**src/rtl/req_encoder_8to3_pkg.sv**
```systemverilog
// req_enc_pkg: shared types and defaults for the request encoder
package req_enc_pkg;
  typedef enum logic {IDLE, OFFER} req_enc_state_e;
  localparam int N_DEFAULT = 8;
endpackage

```
**src/rtl/req_encoder_8to3_if.sv**
```systemverilog
// req_encoder_8to3_if: request capture and code handshake bundle
interface req_encoder_8to3_if #(parameter int N = 8) ();
  localparam int W = $clog2(N);
  logic enable;
  logic [N-1:0] req_in;
  logic [W-1:0] code_out;
  logic code_valid;
  logic code_ready;
  logic [N-1:0] pending_out;
  logic overflow;
  modport master (output enable, req_in, code_ready, input code_out, code_valid, pending_out, overflow);
  modport slave (input enable, req_in, code_ready, output code_out, code_valid, pending_out, overflow);
endinterface

```
**src/rtl/req_encoder_8to3_pick.sv**
```systemverilog
// req_pick: combinational rotating- or fixed-priority picker over pending requests
module req_pick import req_enc_pkg::*; #(
  parameter int N = N_DEFAULT,
  parameter bit ROUND_ROBIN = 1,
  localparam int W = $clog2(N)
) (
  input logic [N-1:0] pending,
  input logic [W-1:0] last,
  output logic any,
  output logic [W-1:0] idx
);
  int j;
  always_comb begin
    any = |pending;
    idx = '0;
    j = 0;
    for (int k = N; k >= 1; k--) begin
      j = ROUND_ROBIN ? (int'(last) + k) % N : k - 1;
      if (pending[W'(j)]) idx = W'(j);
    end
  end
endmodule

```
**src/rtl/req_encoder_8to3.sv**
```systemverilog
// req_encoder_8to3: captures multi-hot requests and issues them one index at a time over valid/ready
module req_encoder_8to3 import req_enc_pkg::*; #(
  parameter int N = N_DEFAULT,
  parameter bit ROUND_ROBIN = 1
) (
  input logic clk,
  input logic rst_n,
  req_encoder_8to3_if.slave bus
);
  localparam int W = $clog2(N);
  req_enc_state_e state, state_nx;
  logic [N-1:0] pending, pending_nx, taken, cap, held;
  logic [W-1:0] code, code_nx, last, pick_last, pick_idx;
  logic valid, ovf, ovf_nx, pick_any, accept, load;
  assign accept = valid && bus.code_ready;
  assign pick_last = accept ? code : last;
  req_pick #(.N(N), .ROUND_ROBIN(ROUND_ROBIN)) u_pick (
    .pending(pending),
    .last(pick_last),
    .any(pick_any),
    .idx(pick_idx)
  );
  always_comb begin
    load = pick_any && (state == IDLE || accept);
    state_nx = load ? OFFER : accept ? IDLE : state;
    code_nx = load ? pick_idx : code;
    taken = load ? N'(1) << pick_idx : '0;
    cap = bus.enable ? bus.req_in : '0;
    held = (valid && !bus.code_ready) ? N'(1) << code : '0;
    pending_nx = (pending & ~taken) | cap;
    ovf_nx = |(cap & ((pending & ~taken) | held));
  end
  always_ff @(posedge clk or negedge rst_n) begin
    if (!rst_n) begin
      state <= IDLE;
      pending <= '0;
      code <= '0;
      valid <= 1'b0;
      ovf <= 1'b0;
      last <= W'(N - 1);
    end else begin
      state <= state_nx;
      pending <= pending_nx;
      code <= code_nx;
      valid <= state_nx == OFFER;
      ovf <= ovf_nx;
      last <= pick_last;
    end
  end
  assign bus.code_out = code;
  assign bus.code_valid = valid;
  assign bus.pending_out = pending;
  assign bus.overflow = ovf;
endmodule
```
**src/flat_wrapper.sv**
```systemverilog
// flat-port wrapper written by rule: the top's interface ports become plain ports
module req_encoder_8to3_flat import req_enc_pkg::*;
#(
  parameter int N = N_DEFAULT,
  parameter bit ROUND_ROBIN = 1
)
  (clk, rst_n, bus_enable, bus_req_in, bus_code_ready, bus_code_out, bus_code_valid, bus_pending_out, bus_overflow);
  req_encoder_8to3_if #(.N(N)) bus_i ();
  input logic clk;
  input logic rst_n;
  input wire logic [$bits(bus_i.enable)-1:0] bus_enable;
  input wire logic [$bits(bus_i.req_in)-1:0] bus_req_in;
  input wire logic [$bits(bus_i.code_ready)-1:0] bus_code_ready;
  output wire logic [$bits(bus_i.code_out)-1:0] bus_code_out;
  output wire logic [$bits(bus_i.code_valid)-1:0] bus_code_valid;
  output wire logic [$bits(bus_i.pending_out)-1:0] bus_pending_out;
  output wire logic [$bits(bus_i.overflow)-1:0] bus_overflow;
  assign bus_i.enable = bus_enable;
  assign bus_i.req_in = bus_req_in;
  assign bus_i.code_ready = bus_code_ready;
  assign bus_code_out = bus_i.code_out;
  assign bus_code_valid = bus_i.code_valid;
  assign bus_pending_out = bus_i.pending_out;
  assign bus_overflow = bus_i.overflow;
  req_encoder_8to3 #(.N(N), .ROUND_ROBIN(ROUND_ROBIN)) u_core (.clk(clk), .rst_n(rst_n), .bus(bus_i));
endmodule
```
**config.mk**
```make
export PLATFORM = sky130hd
export DESIGN_NAME = req_encoder_8to3_flat
export DESIGN_NICKNAME = d
export VERILOG_FILES = /design/src/rtl/req_encoder_8to3_pkg.sv /design/src/rtl/req_encoder_8to3_if.sv /design/src/rtl/req_encoder_8to3_pick.sv /design/src/rtl/req_encoder_8to3.sv /design/src/flat_wrapper.sv
export SDC_FILE = /design/constraint.sdc
export NUM_CORES = 1
export LEC_CHECK = 0
export CAP_MARGIN = 20
export CORE_MARGIN = 4
export CORE_UTILIZATION = 61
export DETAILED_ROUTE_END_ITERATION = 6
export PLACE_DENSITY = 0.86
export SETUP_SLACK_MARGIN = 0.4
export SKIP_LAST_GASP = 1
export SYNTH_ARGS = -nofsm -noshare
export SYNTH_HDL_FRONTEND = slang
export SYNTH_SLANG_ARGS = --single-unit
```
**constraint.sdc**
```tcl
create_clock -name clk -period 11.6 [get_ports clk]
set_input_delay 1.16 -clock clk [delete_from_list [all_inputs] [get_ports clk]]
set_output_delay 1.16 -clock clk [all_outputs]
set_load 0.01 [all_outputs]
```
## Word-level counts from Yosys, hierarchy flattened

Cells that the tools add are included.

- Shifts and indexed selects: 2
- Mux-type cells: 38
- Bitwise operators: 6
- Add/sub/neg operators: 8
- Reductions and logical operators: 8
- Order comparisons: 8

Operators with widths:

| cell | count |
|---|---|
| 3-bit by 5-bit less-than comparator with 1-bit output (second input constant) | 8 |
| 3-bit two-way mux | 9 |
| 1-bit binary-select mux with 3-bit select | 8 |
| 8-bit two-way mux | 3 |
| 1-bit two-way mux | 18 |
| 8-bit AND | 2 |
| 8-bit bitwise OR | 2 |
| 8-bit OR reduction | 2 |
| 1-bit by 3-bit << shifter with 8-bit output (first input constant) | 2 |
| 3-bit adder (second input constant) | 4 |
| 8-bit NOT | 1 |
| 3-bit by 1-bit adder with 3-bit output (second input constant) | 2 |
| 3-bit by 2-bit adder with 3-bit output (second input constant) | 2 |
| 1-bit logical AND | 3 |
| 2-bit nonzero test | 1 |
| 1-bit zero test | 1 |
| 1-bit logical OR | 1 |
| 1-bit NOT | 1 |

- Output and inout bits: 13
- Flip-flop bits (word level): 16
- Input bits: 12
- Logic and storage cells: 75

## Depth between registers and ports, before layout

Gate-level depths: netlist of the first run.

- Word-level depth: 21
- Gate-level depth with buffers: 19
- Depth with buffers taken out: 15

## Modules after synthesis

A second synthesis of the first run with hierarchy kept.

- Cells, all modules: 178
- Area total of the unflattened synthesis: 1685.4 um^2

Modules (own cells, without submodules):

| module | cells each | sequential area each (um^2) | area each (um^2) | times used |
|---|---|---|---|---|
| req_encoder_8to3 | 79 | 404.1 | 864.6 | 1 |
| req_pick | 99 | 0.0 | 820.8 | 1 |

## Least setup slack after synthesis of the first run

No wires, ideal clock.

- Path kind: input to register
- Start: input port bus_code_ready
- End: register u_core.ovf (netlist: u_core.bus.overflow)
- Stages: 18
- Data arrival time: 4.762 ns
- Path buffers: 3
- Data required time: 11.461 ns
- Library setup time: 0.139 ns
- Setup slack: 6.699 ns
- Path through: and3_1 > buf_2 > nor2_2 > inv_1 > clkbuf_1 > ha_1 > clkbuf_1 > mux2i_1 > o21ai_0 > and2_1 > a221o_1 > a2111oi_1 > o31ai_2 > nor2_4 > a31oi_1 > a31oi_1 > nor2b_1 > or4_1

- Longest elaborated chain between the ends: 21
- Elaborated cells on any way between the ends: 54
- Those cells by class: add/sub: 8; shift: 1; mux: 35; bitwise: 4; reduce/logical: 6

Ends and longest elaborated chain:

| what | line | source |
|---|---|---|
| start: declaration | flat_wrapper.sv:13 | `input wire logic [$bits(bus_i.code_ready)-1:0] bus_code_ready;` |
| 1-bit logical AND (*) | req_encoder_8to3.sv:15 | `assign accept = valid && bus.code_ready;` |
| 3-bit two-way mux (*) | req_encoder_8to3.sv:16 | `assign pick_last = accept ? code : last;` |
| named net u_core.pick_last[0] | req_encoder_8to3.sv:13 | `logic [W-1:0] code, code_nx, last, pick_last, pick_idx;` |
| 3-bit by 1-bit adder with 3-bit output | req_encoder_8to3_pick.sv:18 | `j = ROUND_ROBIN ? (int'(last) + k) % N : k - 1;` |
| 1-bit binary-select mux with 3-bit select | req_encoder_8to3_pick.sv:19 | `if (pending[W'(j)]) idx = W'(j);` |
| 1-bit two-way mux (not written as such) (2 in a row) | req_encoder_8to3_pick.sv:19 |  |
| 3-bit two-way mux (7 in a row) | req_encoder_8to3_pick.sv:19 |  |
| 3-bit two-way mux (*) | req_encoder_8to3_pick.sv:19 |  |
| 1-bit by 3-bit << shifter with 8-bit output (*) | req_encoder_8to3.sv:27 | `taken = load ? N'(1) << pick_idx : '0;` |
| 8-bit two-way mux (*) | req_encoder_8to3.sv:27 |  |
| 8-bit NOT (*) | req_encoder_8to3.sv:31 | `ovf_nx = \|(cap & ((pending & ~taken) \| held));` |
| 8-bit AND (*) | req_encoder_8to3.sv:31 |  |
| 8-bit bitwise OR (*) | req_encoder_8to3.sv:31 |  |
| 8-bit AND (*) | req_encoder_8to3.sv:31 |  |
| 8-bit OR reduction (*) | req_encoder_8to3.sv:31 |  |
| named net u_core.ovf_nx | req_encoder_8to3.sv:14 | `logic valid, ovf, ovf_nx, pick_any, accept, load;` |
| end signal: assignment | req_encoder_8to3.sv:46 | `ovf <= ovf_nx;` |
| end: declaration | req_encoder_8to3.sv:14 |  |

Mark *: on every way through the listed nets, which the timed path passes. The rest lies on a longest branch. The select of a mux whose other input is x is not followed.
A chain may end at the register's enable or synchronous reset.

## Final worst setup path of the first run

- Start: input port bus_code_ready
- End: register u_core.ovf (netlist: u_core.bus.overflow)

- Longest elaborated chain between the ends: 21
- Elaborated cells on any way between the ends: 54
- Those cells by class: add/sub: 8; shift: 1; mux: 35; bitwise: 4; reduce/logical: 6

Ends and longest elaborated chain:

| what | line |
|---|---|
| 1-bit logical AND | req_encoder_8to3.sv:15 |
| 3-bit two-way mux | req_encoder_8to3.sv:16 |
| 3-bit by 1-bit adder with 3-bit output | req_encoder_8to3_pick.sv:18 |
| 1-bit binary-select mux with 3-bit select | req_encoder_8to3_pick.sv:19 |
| 1-bit two-way mux (not written as such) (2 in a row) | req_encoder_8to3_pick.sv:19 |
| 3-bit two-way mux (8 in a row) | req_encoder_8to3_pick.sv:19 |
| 1-bit by 3-bit << shifter with 8-bit output | req_encoder_8to3.sv:27 |
| 8-bit two-way mux | req_encoder_8to3.sv:27 |
| 8-bit NOT | req_encoder_8to3.sv:31 |
| 8-bit AND | req_encoder_8to3.sv:31 |
| 8-bit bitwise OR (*) | req_encoder_8to3.sv:31 |
| 8-bit AND (*) | req_encoder_8to3.sv:31 |
| 8-bit OR reduction (*) | req_encoder_8to3.sv:31 |
| named net u_core.ovf_nx | req_encoder_8to3.sv:14 |

Marked as above.

==> flow_summary.ini, run 1 <==
[run_status]
status = complete, no violations

[worst_setup_path]
cp-end-kind = flop
cp-start-kind = primary input
worstSetupPathType = in -> reg
cp_max_fo = 15
r2r_end = u_core.bus.overflow$_DFF_PN0_
worstRegToRegCells = 14
r2r-start = u_core.bus.code_valid$_DFFE_PN0P_
reg2reg_slack_ns = 5.97
arrival_ns = 6.85
required_ns = 11.78

[synthesis]
async_flop_share = 1.000
synth-seq-cells = 16
yosysMostFrequentCell = nand2_1
synth-edff-count = 0
yosysTopAreaCellShare = 0.1575
netlist_instances = 258
syn-num-nets = 271
synthFlopType = dfrtp_1
synth_cell_type_count = 70
ys_seq_area_frac = 0.1956
yosys-top-cells-area = dfrtp_1, nand3_1, nand2_1, mux2i_1, dfstp_2
ys_warn_count = 0
synth_area_um2 = 2066
avgSynthCellArea_um2 = 8.007
yosys.area.top_type = dfrtp_1
synthTopCellsByCount = nand2_1, nand3_1, a21oi_1, o21ai_0, dfrtp_1

[routing]
drt_iter0_drc = 454
drc = 0
routedWlPerCell_um = 19.55
top_layer_used = met4
antenna_left = 0
drtPass1Iterations = 5
route.final.wire_length_um = 6196
viasPerCell = 7.221
m1WireLength_um = 2522
met2WireLength_um = 2627
via_count = 2289
dr_wl_met3_um = 813

[place]
io_buffers = 24
post-dp-hpwl_um = 4692
routabilityCongestion = 1.045
place_area_um2 = 2262

[timing]
fin_skew_ns = 0.0006857
final.period_utilization = 0.5755
tightest_slew_ns = 0.8267
hold_viol_final = 0
slew_headroom = 0.4479
clock.fmax_mhz = 149.8
finalSetupViolCount = 0
min_period_ns = 6.676
hold_slack_ns = 0.6969
rsz0062_at_grt = no
maxSlewViolCount = 0
setup_tns_ns = 0

[clock_tree]
insertion_delay_ns = 0.29
clock_path_buffers = 2
cts_sinks = 16
root_buffer = clkbuf_4
post-cts-setup-buffer-count = 0
cts_buffers = 3
cts_tree = built
post_cts_resized = 0
path_clk_slew_ns = 0.10
htree_levels = 1
hold_buffers = 0

[power]
net-switching-power_w = 0.0003681
peakVddDrop_mv = 0.1893
combPwrFrac = 0.764
intPower_w = 0.0003013
pwr-share-seq = 0.178
p_sw_frac = 0.5499
leakage_nw = 0.9334
power_density_nw_per_um2 = 291.2
clkPwrFrac = 0.058

[finish]
drive_gt1_frac = 0.1429
final_nets = 287
antenna_cells = 0
area_growth_pct = 11.27
fin_area_um2 = 2298

[run]
max_cap_viol_count = 0

[floorplan]
dieArea_um2 = 4382
pin_count = 25
initial_core_util = 0.6552
die_w_um = 66.20
row_count = 20
core_um2 = 3153
die_h_um = 66.20

[global_routing]
grt_max_degree = 17
grt_pass1_wl_um = 10360
antenna_found_initial = 0
grt.total_usage = 0.3060
grt_overflow = 0
grt_pass1_vias = 2121

[hold_path]
hold_path.class = reg -> reg
min_to = u_core.bus.pending_out[6]$_DFF_PN0_
whs_path_depth = 2
min_from = u_core.bus.pending_out[6]$_DFF_PN0_
## per-stage QoR
| step | total power (W) | std cells | util | setup slack [ns] |
|---|---|---|---|---|
| CTS | 0.0006539 | 317 | 0.7290 | 5.095 |
| global placement | 0.0006060 | 313 | 0.7175 | 5.077 |
| global route | 0.0007172 | 317 | 0.7290 | 4.656 |
| detailed placement | 0.0006117 | 313 | 0.7175 | 4.839 |
| floorplan | 0.0005029 | 258 | - | 6.699 |
| finish | 0.0006694 | 317 | 0.7290 | 4.924 |
## worst max-delay path: stages
cell and delay [ns]:
clkdlybuf4s50_1 0.70, and3_1 0.44, nor2_2 0.42, inv_1 0.33
ha_1 0.54, mux2i_1 0.45, o21ai_0 0.28, mux2i_1 0.41
nor2_1 0.08, a311o_1 0.31, a211oi_2 0.73, a41oi_1 0.26
o211ai_1 0.25, o21ai_1 0.08, or4_1 0.40
## power groups by stage
stage                     registers, W  clock network [W]  logic [W]
final                         0.000119          0.0000388   0.000512
after global routing          0.000123          0.0000421   0.000552
after global placement        0.000119                  0   0.000487
after detailed placement      0.000118                  0   0.000493
after floorplan               0.000105                  0   0.000398
after CTS                     0.000117          0.0000388   0.000498
## how the worst max path moves through the flow
stage | from | to | slack (ns) | cells after the start
floorplan | bus_code_ready | u_core.bus.overflow$_DFF_PN0_ | 6.70 | 18
global placement | bus_code_ready | u_core.bus.overflow$_DFF_PN0_ | 5.08 | 15
detailed placement | bus_code_ready | u_core.bus.overflow$_DFF_PN0_ | 4.84 | 15
CTS | bus_code_ready | u_core.bus.overflow$_DFF_PN0_ | 5.10 | 15
global route | bus_code_ready | u_core.bus.overflow$_DFF_PN0_ | 4.66 | 15
finish | bus_code_ready | u_core.bus.overflow$_DFF_PN0_ | 4.92 | 15
## cell families (layout without fill, tap and decap cells)
| group | after synthesis | in the layout | synth area share |
|---|---|---|---|
| flops | 16 | 16 | 0.1956 |
| buf+inv | 25 | 40 | 0.07026 |
| mux | 13 | 13 | 0.07692 |
| compound gates | 94 | 94 | 0.3568 |
| xor+xnor | 1 | 1 | 0.01333 |
| fa+ha+maj | 1 | 1 | 0.006056 |
| simple gates | 108 | 108 | 0.2810 |
## layer usage
layer / vias up / global-route usage
li1: 1027 / -
met1: 1034 / 0.4404
met2: 192 / 0.4449
met3: 36 / 0.06633
met4: 0 / 0.1091
met5: - / 0
## registers in the layout, indices dropped and copies added, names as in the netlist
signal / count
u_core.bus.code_valid: 1
u_core.bus.code_out: 3
u_core.last: 3
u_core.bus.overflow: 1
u_core.bus.pending_out: 8
## area by class of cell
class	instances	area (um^2)
fill	264	854.6
clock buffer	4	36.28
tap	44	55.05
timing repair buffer	24	240.2
sequential	16	404.1
multi-input combinational	217	1516
inverter	12	46.29
## cell usage in the layout (no fill, tap or decap), types with 4 or more instances in the layout
| master | synthesis | routed |
|---|---|---|
| a21oi_1 | 15 | 15 |
| inv_1 | 11 | 11 |
| o21ai_0 | 15 | 15 |
| nor2_1 | 11 | 11 |
| and2_1 | 7 | 7 |
| dfrtp_1 | 13 | 13 |
| o21ai_1 | 5 | 5 |
| nand2_1 | 33 | 33 |
| clkdlybuf4s50_1 | 0 | 24 |
| nand3_1 | 25 | 25 |
| o22ai_1 | 4 | 4 |
| a21o_1 | 5 | 5 |
| a211oi_2 | 4 | 4 |
| mux2i_1 | 8 | 8 |
| nor3_1 | 5 | 5 |
Note: power is estimated with default switching activity, not from simulation.
==> run 2, diff against run 1 <==
--- a/config.mk
+++ b/config.mk
@@ -7,9 +7,9 @@
 export LEC_CHECK = 0
 export CAP_MARGIN = 20
 export CORE_MARGIN = 4
-export CORE_UTILIZATION = 61
+export CORE_UTILIZATION = 57
 export DETAILED_ROUTE_END_ITERATION = 6
-export PLACE_DENSITY = 0.86
+export PLACE_DENSITY = 0.81
 export SETUP_SLACK_MARGIN = 0.4
 export SKIP_LAST_GASP = 1
 export SYNTH_ARGS = -nofsm -noshare
==> constraint.sdc (replaced) <==
create_clock -name clk -period 6.6 [get_ports clk]
set_input_delay 0.66 -clock clk [delete_from_list [all_inputs] [get_ports clk]]
set_output_delay 0.66 -clock clk [all_outputs]
set_load 0.01 [all_outputs]
==> run 2 against run 1 <==
Compared with the run above: sequential share of layout area shrank 0.076 points; worst hold slack gained 0.0030 ns; total power grew 76%; flip-flop and latch count is the same; clock power grew 75%; count of clock-buffer cells in the layout is the same; critical path depth is the same; largest power group unchanged; clock skew grew 0.00068 ns; final area grew 0.44%; via count shrank 1.2%.
==> flow_summary.ini, run 2 (synthesis gave the netlist of run 1 again) <==
[finish]
drive_gt1_frac = 0.1460
utilization = 0.6758
layout_commonest_cell = nand2_1
largest_register_ffs = 8
layout_common_cells = nand2_1, nand3_1, clkdlybuf4s50_1
final_nets = 288
area_growth_pct = 11.75
antenna_cells = 0

[floorplan]
pin_count = 25
die_w_um = 68.20
core_um2 = 3416
initial_core_util = 0.6048
dieArea_um2 = 4651
row_count = 21
die_h_um = 68.20

[place]
post-dp-hpwl_um = 4774
io_buffers = 24
routabilityCongestion = 1.060

[run]
max_cap_viol_count = 0

[global_routing]
grt_max_degree = 17
grt_pass1_vias = 2064
grt.total_usage = 0.2988
grt_overflow = 0
antenna_found_initial = 0
grt_pass1_wl_um = 10490

[clock_tree]
htree_levels = 1
insertion_delay_ns = 0.30
clock_path_buffers = 2
post_cts_resized = 0
path_clk_slew_ns = 0.10
post-cts-setup-buffer-count = 0
hold_buffers = 0
cts_sinks = 16
root_buffer = clkbuf_4
cts_tree = built
cts_buffers = 3

[timing]
rsz0062_at_grt = no
min_period_ns = 5.798
hold_slack_ns = 0.7000
final.period_utilization = 0.8784
fin_skew_ns = 0.001363
slew_headroom = 0.4453
finalSetupViolCount = 0
hold_viol_final = 0
tightest_slew_ns = 0.8305
setup_tns_ns = 0
clock.fmax_mhz = 172.5
maxSlewViolCount = 0

[run_status]
status = complete, no violations

[routing]
drc = 0
drt_iter0_drc = 414
viasPerCell = 7.066
routedWlPerCell_um = 19.92
antenna_left = 0
via_count = 2261
route.final.wire_length_um = 6374
drtPass1Iterations = 6

[worst_setup_path]
r2r-start = u_core.bus.code_valid$_DFFE_PN0P_
r2r_end = u_core.bus.overflow$_DFF_PN0_
cpMostUsedCell = mux2i_1
path_buf_inv = 2
path_delay_family = compound AO/OA/AOI/OAI gates
slowest_stage = a211oi_2
cp-start-kind = primary input
worstSetupPathType = in -> reg
cp.depth = 15
cp-startpoint = bus_code_ready
critical_path.cell_chain = clkdlybuf4s50_1, and3_1, nor2_2, inv_1, ha_1, mux2i_1, o21ai_0, mux2i_1, nor2_1, a311o_1, a211oi_2, a41oi_1, o211ai_1, o21ai_1, or4_1
required_ns = 6.78
cp_slowest_stage_delay_ns = 0.73
worstRegToRegCells = 14
cp_max_fo = 15
arrival_ns = 5.98
endpoint = u_core.bus.overflow$_DFF_PN0_
cp-end-kind = flop
reg2reg_slack_ns = 1.35

[power]
peakVddDrop_mv = 0.2657
leakage_nw = 0.9383
power.total_w = 0.001181
power_density_nw_per_um2 = 511.6

[hold_path]
hold_path.class = reg -> reg
[run 2: power breakdown]
part / switching [W] / internal [W]
combinational: 0.000538 / 0.000363
sequential: 0.0000772 / 0.000135
clock: 0.0000341 / 0.0000337
total: 0.000649 / 0.000532
[run 2: stage by stage]
stage,instances,area (um^2),setup slack [ns]
2_1_floorplan,258,2066,2.199
3_3_place_gp,316,2272,0.7428
3_5_place_dp,316,2272,0.6508
4_1_cts,320,2308,0.9566
5_1_grt,320,2308,0.4860
6_report,320,2308,0.8024
[run 2: worst min-delay path by stage]
stage | start | endpoint | slack [ns] | depth (start not counted)
6_report | u_core.bus.pending_out[3]$_DFF_PN0_ | u_core.bus.pending_out[3]$_DFF_PN0_ | 0.70 | 2
5_1_grt | u_core.bus.pending_out[6]$_DFF_PN0_ | u_core.bus.pending_out[6]$_DFF_PN0_ | 0.72 | 2
4_1_cts | u_core.bus.pending_out[5]$_DFF_PN0_ | u_core.bus.pending_out[5]$_DFF_PN0_ | 0.69 | 2
3_5_place_dp | u_core.bus.pending_out[5]$_DFF_PN0_ | u_core.bus.pending_out[5]$_DFF_PN0_ | 0.67 | 2
3_3_place_gp | u_core.bus.pending_out[6]$_DFF_PN0_ | u_core.bus.pending_out[6]$_DFF_PN0_ | 0.67 | 2
2_1_floorplan | rst_n | u_core.bus.code_out[0]$_DFFE_PN0P_ | 0.36 | 0
[run 2: cell type report]
class | count | area (um^2)
inverters | 12 | 46.29
clock buffers | 4 | 36.28
well taps | 46 | 57.56
fillers | 314 | 1107
multi-input cells | 217 | 1516
repair buffers | 25 | 247.7
flip-flops and latches | 16 | 404.1
[run 2: worst reg2reg max path: stages (launching register included)]
cell and delay, ns:
dfrtp_1 0.60, and3_1 0.38, nor2_2 0.43, inv_1 0.12
ha_1 0.46, mux2i_1 0.36, o21ai_0 0.26, mux2i_1 0.35
nor2_1 0.08, a311o_1 0.30, a211oi_2 0.73, a41oi_1 0.29
o211ai_1 0.27, o21ai_1 0.09, or4_1 0.40
[run 2: layer usage]
| metal | vias up | part of all wire | global-route usage |
|---|---|---|---|
| met1 | 1021 | 0.43 | 0.4294 |
| met5 | - | 0 | 0 |
| met4 | 0 | 0.030 | 0.08189 |
| li1 | 1026 | - | - |
| met3 | 34 | 0.13 | 0.1018 |
| met2 | 180 | 0.41 | 0.4212 |
==> run 3, diff against run 2 <==
--- a/config.mk
+++ b/config.mk
@@ -10,7 +10,7 @@
 export CORE_UTILIZATION = 57
 export DETAILED_ROUTE_END_ITERATION = 6
 export PLACE_DENSITY = 0.81
-export SETUP_SLACK_MARGIN = 0.4
+export SETUP_SLACK_MARGIN = 0.15
 export SKIP_LAST_GASP = 1
 export SYNTH_ARGS = -nofsm -noshare
 export SYNTH_HDL_FRONTEND = slang
==> results of run 3 <==
The final DEF is identical to that of run 2; final timing and power are the same.
